[src/rtl/pwm_controller_if.sv]
// Register bus between the PWM block and its host.
// Latency: writes take effect on the posedge where WE is sampled; RD is combinational.
// Backpressure: none. The slave accepts one write per cycle and is always ready.
//
// Signals: WD write data, WE write enable, A register select, RD read data.
interface pwm_controller_if;
    logic [31:0] WD;
    logic        WE;
    logic [1:0]  A;
    logic [31:0] RD;

    modport master (output WD, output WE, output A, input RD);
    modport slave  (input WD, input WE, input A, output RD);
endinterface

[src/rtl/pwm_controller.sv]
// 16-bit PWM generator with double-buffered PERIOD/DUTY and a period-end interrupt.
// Latency: register writes land on the write edge; PWM follows registered state in the next cycle.
// Backpressure: none. The bus is always ready, and period_irq is a pulse with no acknowledge.
//
// Ports: clk, rst_n (async, active-low); bus (slave: WD/WE/A/RD);
//        PWM waveform out; period_irq one-cycle pulse after each period end.
//        A selects 0 CTRL {POL,EN}, 1 PERIOD, 2 DUTY, 3 STATUS {pending,cnt} (read-only).
module pwm_controller (
    input  logic               clk,
    input  logic               rst_n,
    pwm_controller_if.slave    bus,
    output logic               PWM,
    output logic               period_irq
);

    localparam logic [1:0] A_CTRL   = 2'd0;
    localparam logic [1:0] A_PERIOD = 2'd1;
    localparam logic [1:0] A_DUTY   = 2'd2;
    localparam logic [1:0] A_STATUS = 2'd3;

    logic        en;
    logic        pol;
    logic [15:0] per_stg;
    logic [15:0] duty_stg;
    logic [15:0] per_act;
    logic [15:0] duty_act;
    logic [15:0] cnt;
    logic        pending;

    logic wr_ctrl;
    logic wr_per;
    logic wr_duty;
    logic wr_stg;
    logic en_nxt;
    logic en_rise;
    logic period_end;

    assign wr_ctrl = bus.WE && (bus.A == A_CTRL);
    assign wr_per  = bus.WE && (bus.A == A_PERIOD);
    assign wr_duty = bus.WE && (bus.A == A_DUTY);
    assign wr_stg  = wr_per || wr_duty;

    // EN after this edge; a CTRL write rewriting EN=1 while enabled is not a rise.
    assign en_nxt     = wr_ctrl ? bus.WD[0] : en;
    assign en_rise    = wr_ctrl && bus.WD[0] && !en;
    assign period_end = en && (cnt == per_act);

    // Control and staging registers.
    always_ff @(posedge clk or negedge rst_n) begin
        if (!rst_n) begin
            en       <= 1'b0;
            pol      <= 1'b0;
            per_stg  <= 16'd0;
            duty_stg <= 16'd0;
        end else begin
            if (wr_ctrl) begin
                en  <= bus.WD[0];
                pol <= bus.WD[1];
            end
            if (wr_per) begin
                per_stg <= bus.WD[15:0];
            end
            if (wr_duty) begin
                duty_stg <= bus.WD[15:0];
            end
        end
    end

    // Counter, active copies and pending flag. The active copies always load
    // from the staging registers as they stood before this edge, so a staging
    // write coinciding with a period end is deferred to the following period.
    always_ff @(posedge clk or negedge rst_n) begin
        if (!rst_n) begin
            cnt        <= 16'd0;
            per_act    <= 16'd0;
            duty_act   <= 16'd0;
            pending    <= 1'b0;
            period_irq <= 1'b0;
        end else begin
            // A disabling write on a period-end edge suppresses the pulse.
            period_irq <= period_end && en_nxt;
            if (!en_nxt) begin
                cnt     <= 16'd0;
                pending <= 1'b0;
            end else if (en_rise) begin
                cnt      <= 16'd0;
                per_act  <= per_stg;
                duty_act <= duty_stg;
                pending  <= 1'b0;
            end else if (period_end) begin
                cnt <= 16'd0;
                if (pending) begin
                    per_act  <= per_stg;
                    duty_act <= duty_stg;
                end
                pending <= wr_stg;
            end else begin
                cnt     <= cnt + 16'd1;
                pending <= pending || wr_stg;
            end
        end
    end

    // duty_act > per_act keeps cnt < duty_act true all period (constant active);
    // duty_act == 0 never satisfies it (constant inactive).
    assign PWM = pol ^ (en && (cnt < duty_act));

    always_comb begin
        bus.RD = 32'd0;
        case (bus.A)
            A_CTRL:   bus.RD = {30'd0, pol, en};
            A_PERIOD: bus.RD = {16'd0, per_stg};
            A_DUTY:   bus.RD = {16'd0, duty_stg};
            A_STATUS: bus.RD = {15'd0, pending, cnt};
            default:  bus.RD = 32'd0;
        endcase
    end

endmodule

[src/flat_wrapper.sv]
// flat-port wrapper written by rule: the top's interface ports become plain ports
module pwm_controller_flat 
  (clk, rst_n, PWM, period_irq, bus_WD, bus_WE, bus_A, bus_RD);
  pwm_controller_if bus_i ();
  input  logic clk;
  input  logic rst_n;
  output logic PWM;
  output logic period_irq;
  input wire logic [$bits(bus_i.WD)-1:0] bus_WD;
  input wire logic [$bits(bus_i.WE)-1:0] bus_WE;
  input wire logic [$bits(bus_i.A)-1:0] bus_A;
  output wire logic [$bits(bus_i.RD)-1:0] bus_RD;
  assign bus_i.WD = bus_WD;
  assign bus_i.WE = bus_WE;
  assign bus_i.A = bus_A;
  assign bus_RD = bus_i.RD;
  pwm_controller u_core (.clk(clk), .rst_n(rst_n), .bus(bus_i), .PWM(PWM), .period_irq(period_irq));
endmodule
[config.mk]
export PLATFORM = sky130hd
export DESIGN_NAME = pwm_controller_flat
export DESIGN_NICKNAME = d
export VERILOG_FILES = /design/src/rtl/pwm_controller_if.sv /design/src/rtl/pwm_controller.sv /design/src/flat_wrapper.sv
export SDC_FILE = /design/constraint.sdc
export NUM_CORES = 1
export LEC_CHECK = 0
export CAP_MARGIN = 10
export CORE_MARGIN = 3
export CORE_UTILIZATION = 48
export CTS_CLUSTER_DIAMETER = 50
export DETAILED_ROUTE_END_ITERATION = 10
export MAX_ROUTING_LAYER = met4
export PLACE_DENSITY_LB_ADDON = 0.2
export SYNTH_ARGS = -nofsm -noshare
export SYNTH_HDL_FRONTEND = slang
export SYNTH_SLANG_ARGS = --single-unit
[constraint.sdc]
create_clock -name clk -period 6.55 [get_ports clk]
set_clock_uncertainty 0.2 [all_clocks]
set_input_delay 1.31 -clock clk [delete_from_list [all_inputs] [get_ports clk]]
set_output_delay 1.31 -clock clk [all_outputs]
set_load 0.02 [all_outputs]
==> run_results.csv, run 1 <==
group,metric,value,unit
pwr,p_leak,0.002628,uW
timing,max_slew.worst_pin.slew,1.179,ns
setup_path,rrSetupSlack,3.58,ns
setup_path,cp_slowest_cell,"clkdlybuf4s50_1",
global_routing,grt_pass1_vias,4196,
setup_path,arrival,3.62,ns
route,vias,4334,
min_path,hp-class,"flop to flop",
setup_path,r2r-end,"u_core.pending$_DFF_PN0_",
global_routing,grt_pass1_wl,21.51,mm
cells_and_area,areaGrowthSynthToFinish,10.00,%
cells_and_area,instances_no_fill,749,
timing,fin_tns_setup,0,ns
pwr,p_int,881.5,uW
timing,rsz0062_at_grt,"false",
floorplan,die_h,111.7,um
cells_and_area,final_core_util,55.67,%
min_path,holdPathEnd,"u_core.per_stg[2]$_DFFE_PN0P_",
global_routing,grt_max_degree,66,
setup_path,r2r-start,"u_core.cnt[13]$_DFF_PN0_",
global_routing,antenna_found_initial,0,
timing,min_period_over_period,78.27,%
cts,cts_resized,0,
place,post-dp-hpwl,8.738,mm
cts,clock_path_buffers,2,
pwr,power_switching_share,30.07,%
setup_path,required,5.04,ns
timing,slew_headroom,21.43,%
synth,synth_cell_types,39,
cells_and_area,n_antenna_cell,0,
floorplan,die_area,12480,sq um
floorplan,core.rowCount,37,
route,avgRoutedWirePerCell,17.30,um
synth,seq_area_frac_synth,39.18,%
setup_path,reg2reg_depth,5,
cts,cts_num_sinks,84,
place,io_buffer_count,39,
floorplan,die_w,111.7,um
route,detailedRoute.firstPassIterationCount,4,
cts,clk-insertion-delay-late,0.35,ns
global_routing,grt-ovfl-total,0,
cts,cts-hold-fix-buffers,0,
cts,cts_buffers,9,
job,max-cap-violations,0,
cells_and_area,n_fill_cell,941,
cells_and_area,num-nets-final,664,
cells_and_area,drive_above_1_share,10.28,%
cells_and_area,multi_input_area,2820,sq um
setup_path,crit_top_cell,"clkdlybuf4s50_1",
floorplan,initial_core_util,50.61,%
setup_path,max_stage_delay,0.91,ns
setup_path,worstPathCellList,"clkdlybuf4s50_1 > nor2b_1 > buf_4 > a22o_1 > clkdlybuf4s50_1",
timing,finalHoldViolations,0,
floorplan,fp.coreArea,10600,sq um
cts,clk_pin_slew,0.08,ns
route,vias_per_cell,5.786,
pwr,ir_drop,0.0001291,V
cells_and_area,register_area,2102,sq um
floorplan,ios,71,
setup_path,crit_fanout,20,
timing,whs,0.3444,ns
pwr,p_seq_share,48.5,%
timing,drv_slew,0,
pwr,p_switching,379.1,uW
cts,h-tree-depth,3,
global_routing,grt_usage,21.79,%
route,drc_errors,0,
setup_path,critPathLaunchType,"input pin",
min_path,hold_depth,1,
place,gp_congestion,0.8327,
cts,root_buffer,"clkbuf_8",
synth,ys_warn_count,0,
timing,min_period,5.127,ns
route,ant_nets,0,
route,wl,12.96,mm
status,status,"finished clean",
pwr,clockPowerShare,28.8,%
synth,ys_ff_latch,84,
route,first_iter_violations,241,
synth,netlist_area,5365,sq um
pwr,combPwrFrac,22.7,%
cts,cts_tree,"built",
setup_path,end_kind,"primary output",
pwr,p_per_area,213.6,nW/um^2
timing,setup_violations,0,
min_path,holdCritStartpoint,"u_core.per_stg[2]$_DFFE_PN0P_",
setup_path,path_class,"input pin to primary output",
synth,syn_avg_cell_area,8.987,sq um
synth,postSynthCellCount,597,
cts,cts_setup_buffers,0,
timing,max_clock_freq,195.1,MHz
place,dp_cells,736,
==> stage by stage <==
| stage | instance area [sq um] | worst slack [ns] | total power (uW) |
|---|---|---|---|
| finish | 5902 | 1.423 | 1261 |
| global route | 5902 | 1.330 | 1321 |
| CTS | 5902 | 1.398 | 1262 |
| detailed placement | 5724 | 1.436 | 905.8 |
| global placement | 5724 | 1.393 | 898.1 |
| floorplan | 5418 | 2.589 | 809.4 |
==> metal layers <==
metal / up-vias / track usage, % / part of all wire (%)
met5: - / - / 0
met4: 0 / 4.136 / 0.79
met3: 10 / 3.370 / 4.3
met2: 108 / 35.81 / 49
met1: 2134 / 28.94 / 46
li1: 2082 / - / -
==> power by group through the flow <==
stage	registers, uW	logic, uW	clock network [uW]
2_1_floorplan	600	209	0
3_3_place_gp	618	280	0
3_5_place_dp	621	285	0
4_1_cts	610	288	364
5_1_grt	619	313	390
6_report	611	286	363
==> cell type report <==
type                       count  share of cell area (%)
tap                          136                   2.883
clock inverter                 3                  0.6784
sequential                    84                   35.62
inverter                      51                   3.244
timing repair buffer          46                   7.462
multi-input combinational    419                   47.78
clock buffer                  10                   2.332
==> kinds of logic (layout without fill, tap and decap cells) <==
logic type	after synthesis	in the layout	synth area share [%]
other cells	1	15	0.06990
fa+ha+maj	16	16	3.731
flops	84	84	39.18
simple gates	213	213	20.66
compound gates	108	108	13.88
mux	35	35	7.766
xor+xnor	32	32	5.224
buf+inv	108	110	9.491
==> flip-flops by register name, indices dropped and copies added (netlist names) <==
register	flops
u_core.duty_stg	16
u_core.per_stg	16
u_core.per_act	16
u_core.period_irq	1
u_core.en	1
u_core.cnt	16
u_core.pending	1
u_core.pol	1
u_core.duty_act	16
==> critical path: cells and delay by family <==
kind	cells	cell delay, ns
compound gates	1	0.26
buf+inv	3	1.84
simple gates	1	0.21
==> cell usage in the layout, fill, tap and decap left out, types with 17 or more instances in the layout <==
master           instances
a22o_1                  46
xor2_1                  19
nand2_1                 58
a21oi_1                 36
clkdlybuf4s50_1         38
mux2_2                  33
and2_1                  17
o21ai_0                 19
nand3_1                 42
dfrtp_1                 84
nor2_1                  38
inv_1                   51
or4_1                   32
==> synth_stat cells, drive strengths merged <==
master	count	area (sq um)
dfrtp	84	2102
a21oi	36	180.2
conb	1	3.750
xnor2	13	113.9
a22o	46	402.9
nand3b	1	7.510
clkbuf	23	86.33
nand4	4	25.02
nand2b	4	25.02
and3	3	18.77
nor3b	1	12.51
inv	51	191.4
nor4b	1	8.760
a2111o	1	11.26
o21ai	19	95.09
or4	32	240.2
a31oi	1	6.260
a21boi	1	7.510
o211ai	3	32.53
nor4	2	25.02
and4	3	26.28
mux2	33	371.6
xor2	19	166.4
nand3	43	215.2
nand2	58	217.7
or2	1	6.260
ha	16	200.2
and2	17	106.4
nor3	3	15.01
or4b	1	10.01
a2111oi	1	8.760
mux4	2	45.04
nor2b	1	6.260
nor2	38	142.6
buf	34	231.5
==> how the worst max path moves through the flow <==
stage             start    endpoint  slack (ns)  cells after the start
2_1_floorplan  bus_A[1]  bus_RD[10]        2.59                      5
6_report       bus_A[1]  bus_RD[12]        1.42                      5
4_1_cts        bus_A[1]  bus_RD[12]        1.40                      5
5_1_grt        bus_A[1]  bus_RD[12]        1.33                      5
3_3_place_gp   bus_A[1]  bus_RD[12]        1.39                      5
3_5_place_dp   bus_A[1]  bus_RD[12]        1.44                      5
(Power assumes the default switching activity.)
==> inputs of run 2 (changes only) <==
==> constraint.sdc (replaced) <==
create_clock -name clk -period 4.2 [get_ports clk]
set_clock_uncertainty 0.2 [all_clocks]
set_input_delay 0.84 -clock clk [delete_from_list [all_inputs] [get_ports clk]]
set_output_delay 0.84 -clock clk [all_outputs]
set_load 0.02 [all_outputs]
==> run 2 against run 1 <==
Net effect:
- sequential share of layout area decreased by 0.50 points
- non-clock buffer count increased by 8
- via count increased by 2.3%
- setup slack got worse by 1.2 ns
- first-iteration DRC count increased by 14%
- critical path depth increased by 1
- flip-flop and latch count unchanged
- cell count increased by 1.5%
- utilization increased by 0.79 points
- worst hold slack about the same
- clock power increased by 67%
- total power increased by 60%
- critical endpoint is now PWM
- largest cell class unchanged
==> run_results.csv, run 2 (same netlist as run 1, synthesis figures left out) <==
group,metric,value,unit
timing,min_period,3.944,ns
pwr,p_leak,0.002679,uW
cells_and_area,num-nets-final,672,
setup_path,end_kind,"primary output",
setup_path,arrival,2.90,ns
floorplan,die_area,12480,sq um
cts,cts_setup_buffers,0,
cells_and_area,mostFrequentLayoutCells,"dfrtp_1 (84), nand2_1 (58), inv_1 (51)",
cts,clk-insertion-delay-late,0.37,ns
floorplan,initial_core_util,50.61,%
route,first_iter_violations,274,
place,gp_congestion,0.8472,
setup_path,path_class,"flop to primary output",
cells_and_area,drive_above_1_share,11.86,%
global_routing,antenna_found_initial,0,
setup_path,crit_family,"compound AO/OA/AOI/OAI gates",
cells_and_area,areaGrowthSynthToFinish,11.57,%
timing,drv_slew,0,
global_routing,grt_usage,22.57,%
cts,cts_buffers,9,
cts,cts_resized,0,
route,drc_errors,0,
cts,h-tree-depth,3,
place,dp_cells,744,
place,io_buffer_count,39,
status,status,"finished clean",
pwr,ir_drop,0.0002608,V
timing,rsz0062_at_grt,"false",
job,max-cap-violations,0,
cts,clk_pin_slew,0.09,ns
route,vias_per_cell,5.833,
min_path,hold_depth,1,
min_path,hp-class,"flop to flop",
route,vias,4433,
cells_and_area,n_antenna_cell,0,
route,avgRoutedWirePerCell,17.75,um
timing,max_clock_freq,253.6,MHz
floorplan,die_h,111.7,um
pwr,p_per_area,336.7,nW/um^2
global_routing,grt_pass1_wl,22.09,mm
setup_path,cp_slowest_cell,"clkdlybuf4s50_1",
setup_path,critPathLaunchType,"flop",
route,wl,13.49,mm
setup_path,max_stage_delay,0.64,ns
timing,slew_headroom,43.44,%
cells_and_area,register_area,2102,sq um
cts,cts_num_sinks,84,
setup_path,required,3.16,ns
floorplan,ios,71,
route,detailedRoute.firstPassIterationCount,4,
global_routing,grt_pass1_vias,4297,
timing,max_slew.worst_pin.slew,0.8485,ns
cells_and_area,instances_no_fill,760,
floorplan,fp.coreArea,10600,sq um
floorplan,die_w,111.7,um
cells_and_area,n_fill_cell,921,
setup_path,path_buf_inv,1,
route,ant_nets,0,
timing,setup_violations,0,
setup_path,worstPathCellList,"ha_1 > a2111o_1 > a31oi_1 > o211ai_1 > xnor2_1 > clkdlybuf4s50_1",
cts,cts_tree,"built",
cts,cts-hold-fix-buffers,0,
setup_path,cp_num_cells,6,
setup_path,reg2reg_depth,6,
global_routing,grt-ovfl-total,0,
floorplan,core.rowCount,37,
timing,finalHoldViolations,0,
cts,clock_path_buffers,2,
setup_path,crit_fanout,8,
place,post-dp-hpwl,9.313,mm
cts,root_buffer,"clkbuf_8",
cells_and_area,final_common_cell,"dfrtp_1",
timing,min_period_over_period,93.90,%
timing,fin_tns_setup,0,ns
global_routing,grt_max_degree,66,
cells_and_area,multi_input_area,2820,sq um
run 2: metrics by stage:
step	cell area, sq um	hold WS, ns	worst slack (ns)	power (uW)	utilization (%)
6_report	5986	0.3449	0.2561	2015	56.46
5_1_grt	5986	0.3810	0.09510	2113	56.46
4_1_cts	5986	0.3500	0.2524	2028	56.46
3_5_place_dp	5784	0.3315	0.3972	1421	54.56
3_3_place_gp	5784	0.3187	0.4030	1407	54.56
2_1_floorplan	5418	0.3030	1.179	1262	-
run 2: routing by layer:
layer / GRT usage, % / vias up / share of wire [%] / wire length, um
met4: 10.71 / 0 / 3.1 / 412
met1: 30.67 / 2164 / 46 / 6237
met3: 3.261 / 27 / 4.8 / 643
met2: 33.29 / 143 / 46 / 6200
li1: - / 2099 / - / -
met5: - / - / 0 / 0
run 2: layout make-up:
cell class	count	share of cell area [%]
clock buffers	11	2.529
flip-flops and latches	84	35.12
well taps	136	2.843
multi-input cells	419	47.12
inverters	51	3.198
clock inverters	5	0.8361
repair buffers	54	8.361
run 2: worst paths after layout:
path / start / end / slack [ns]
setup / recovery: u_core.cnt[1]$_DFF_PN0_ / PWM / 0.26
hold / removal: u_core.per_stg[2]$_DFFE_PN0P_ / u_core.per_stg[2]$_DFFE_PN0P_ / 0.34
setup reg to reg: u_core.cnt[2]$_DFF_PN0_ / u_core.duty_act[8]$_DFFE_PN0P_ / 1.28
hold reg to reg: u_core.per_stg[2]$_DFFE_PN0P_ / u_core.per_stg[2]$_DFFE_PN0P_ / 0.34
max in group asynchronous: rst_n / u_core.per_act[0]$_DFFE_PN0P_ / 2.60
min in group asynchronous: rst_n / u_core.per_stg[0]$_DFFE_PN0P_ / 0.36
run 2: where the power goes:
group / switching [uW] / total [uW] / internal, uW
clock network: 303 / 607 / 303
logic: 230 / 451 / 221
registers: 81.7 / 958 / 876
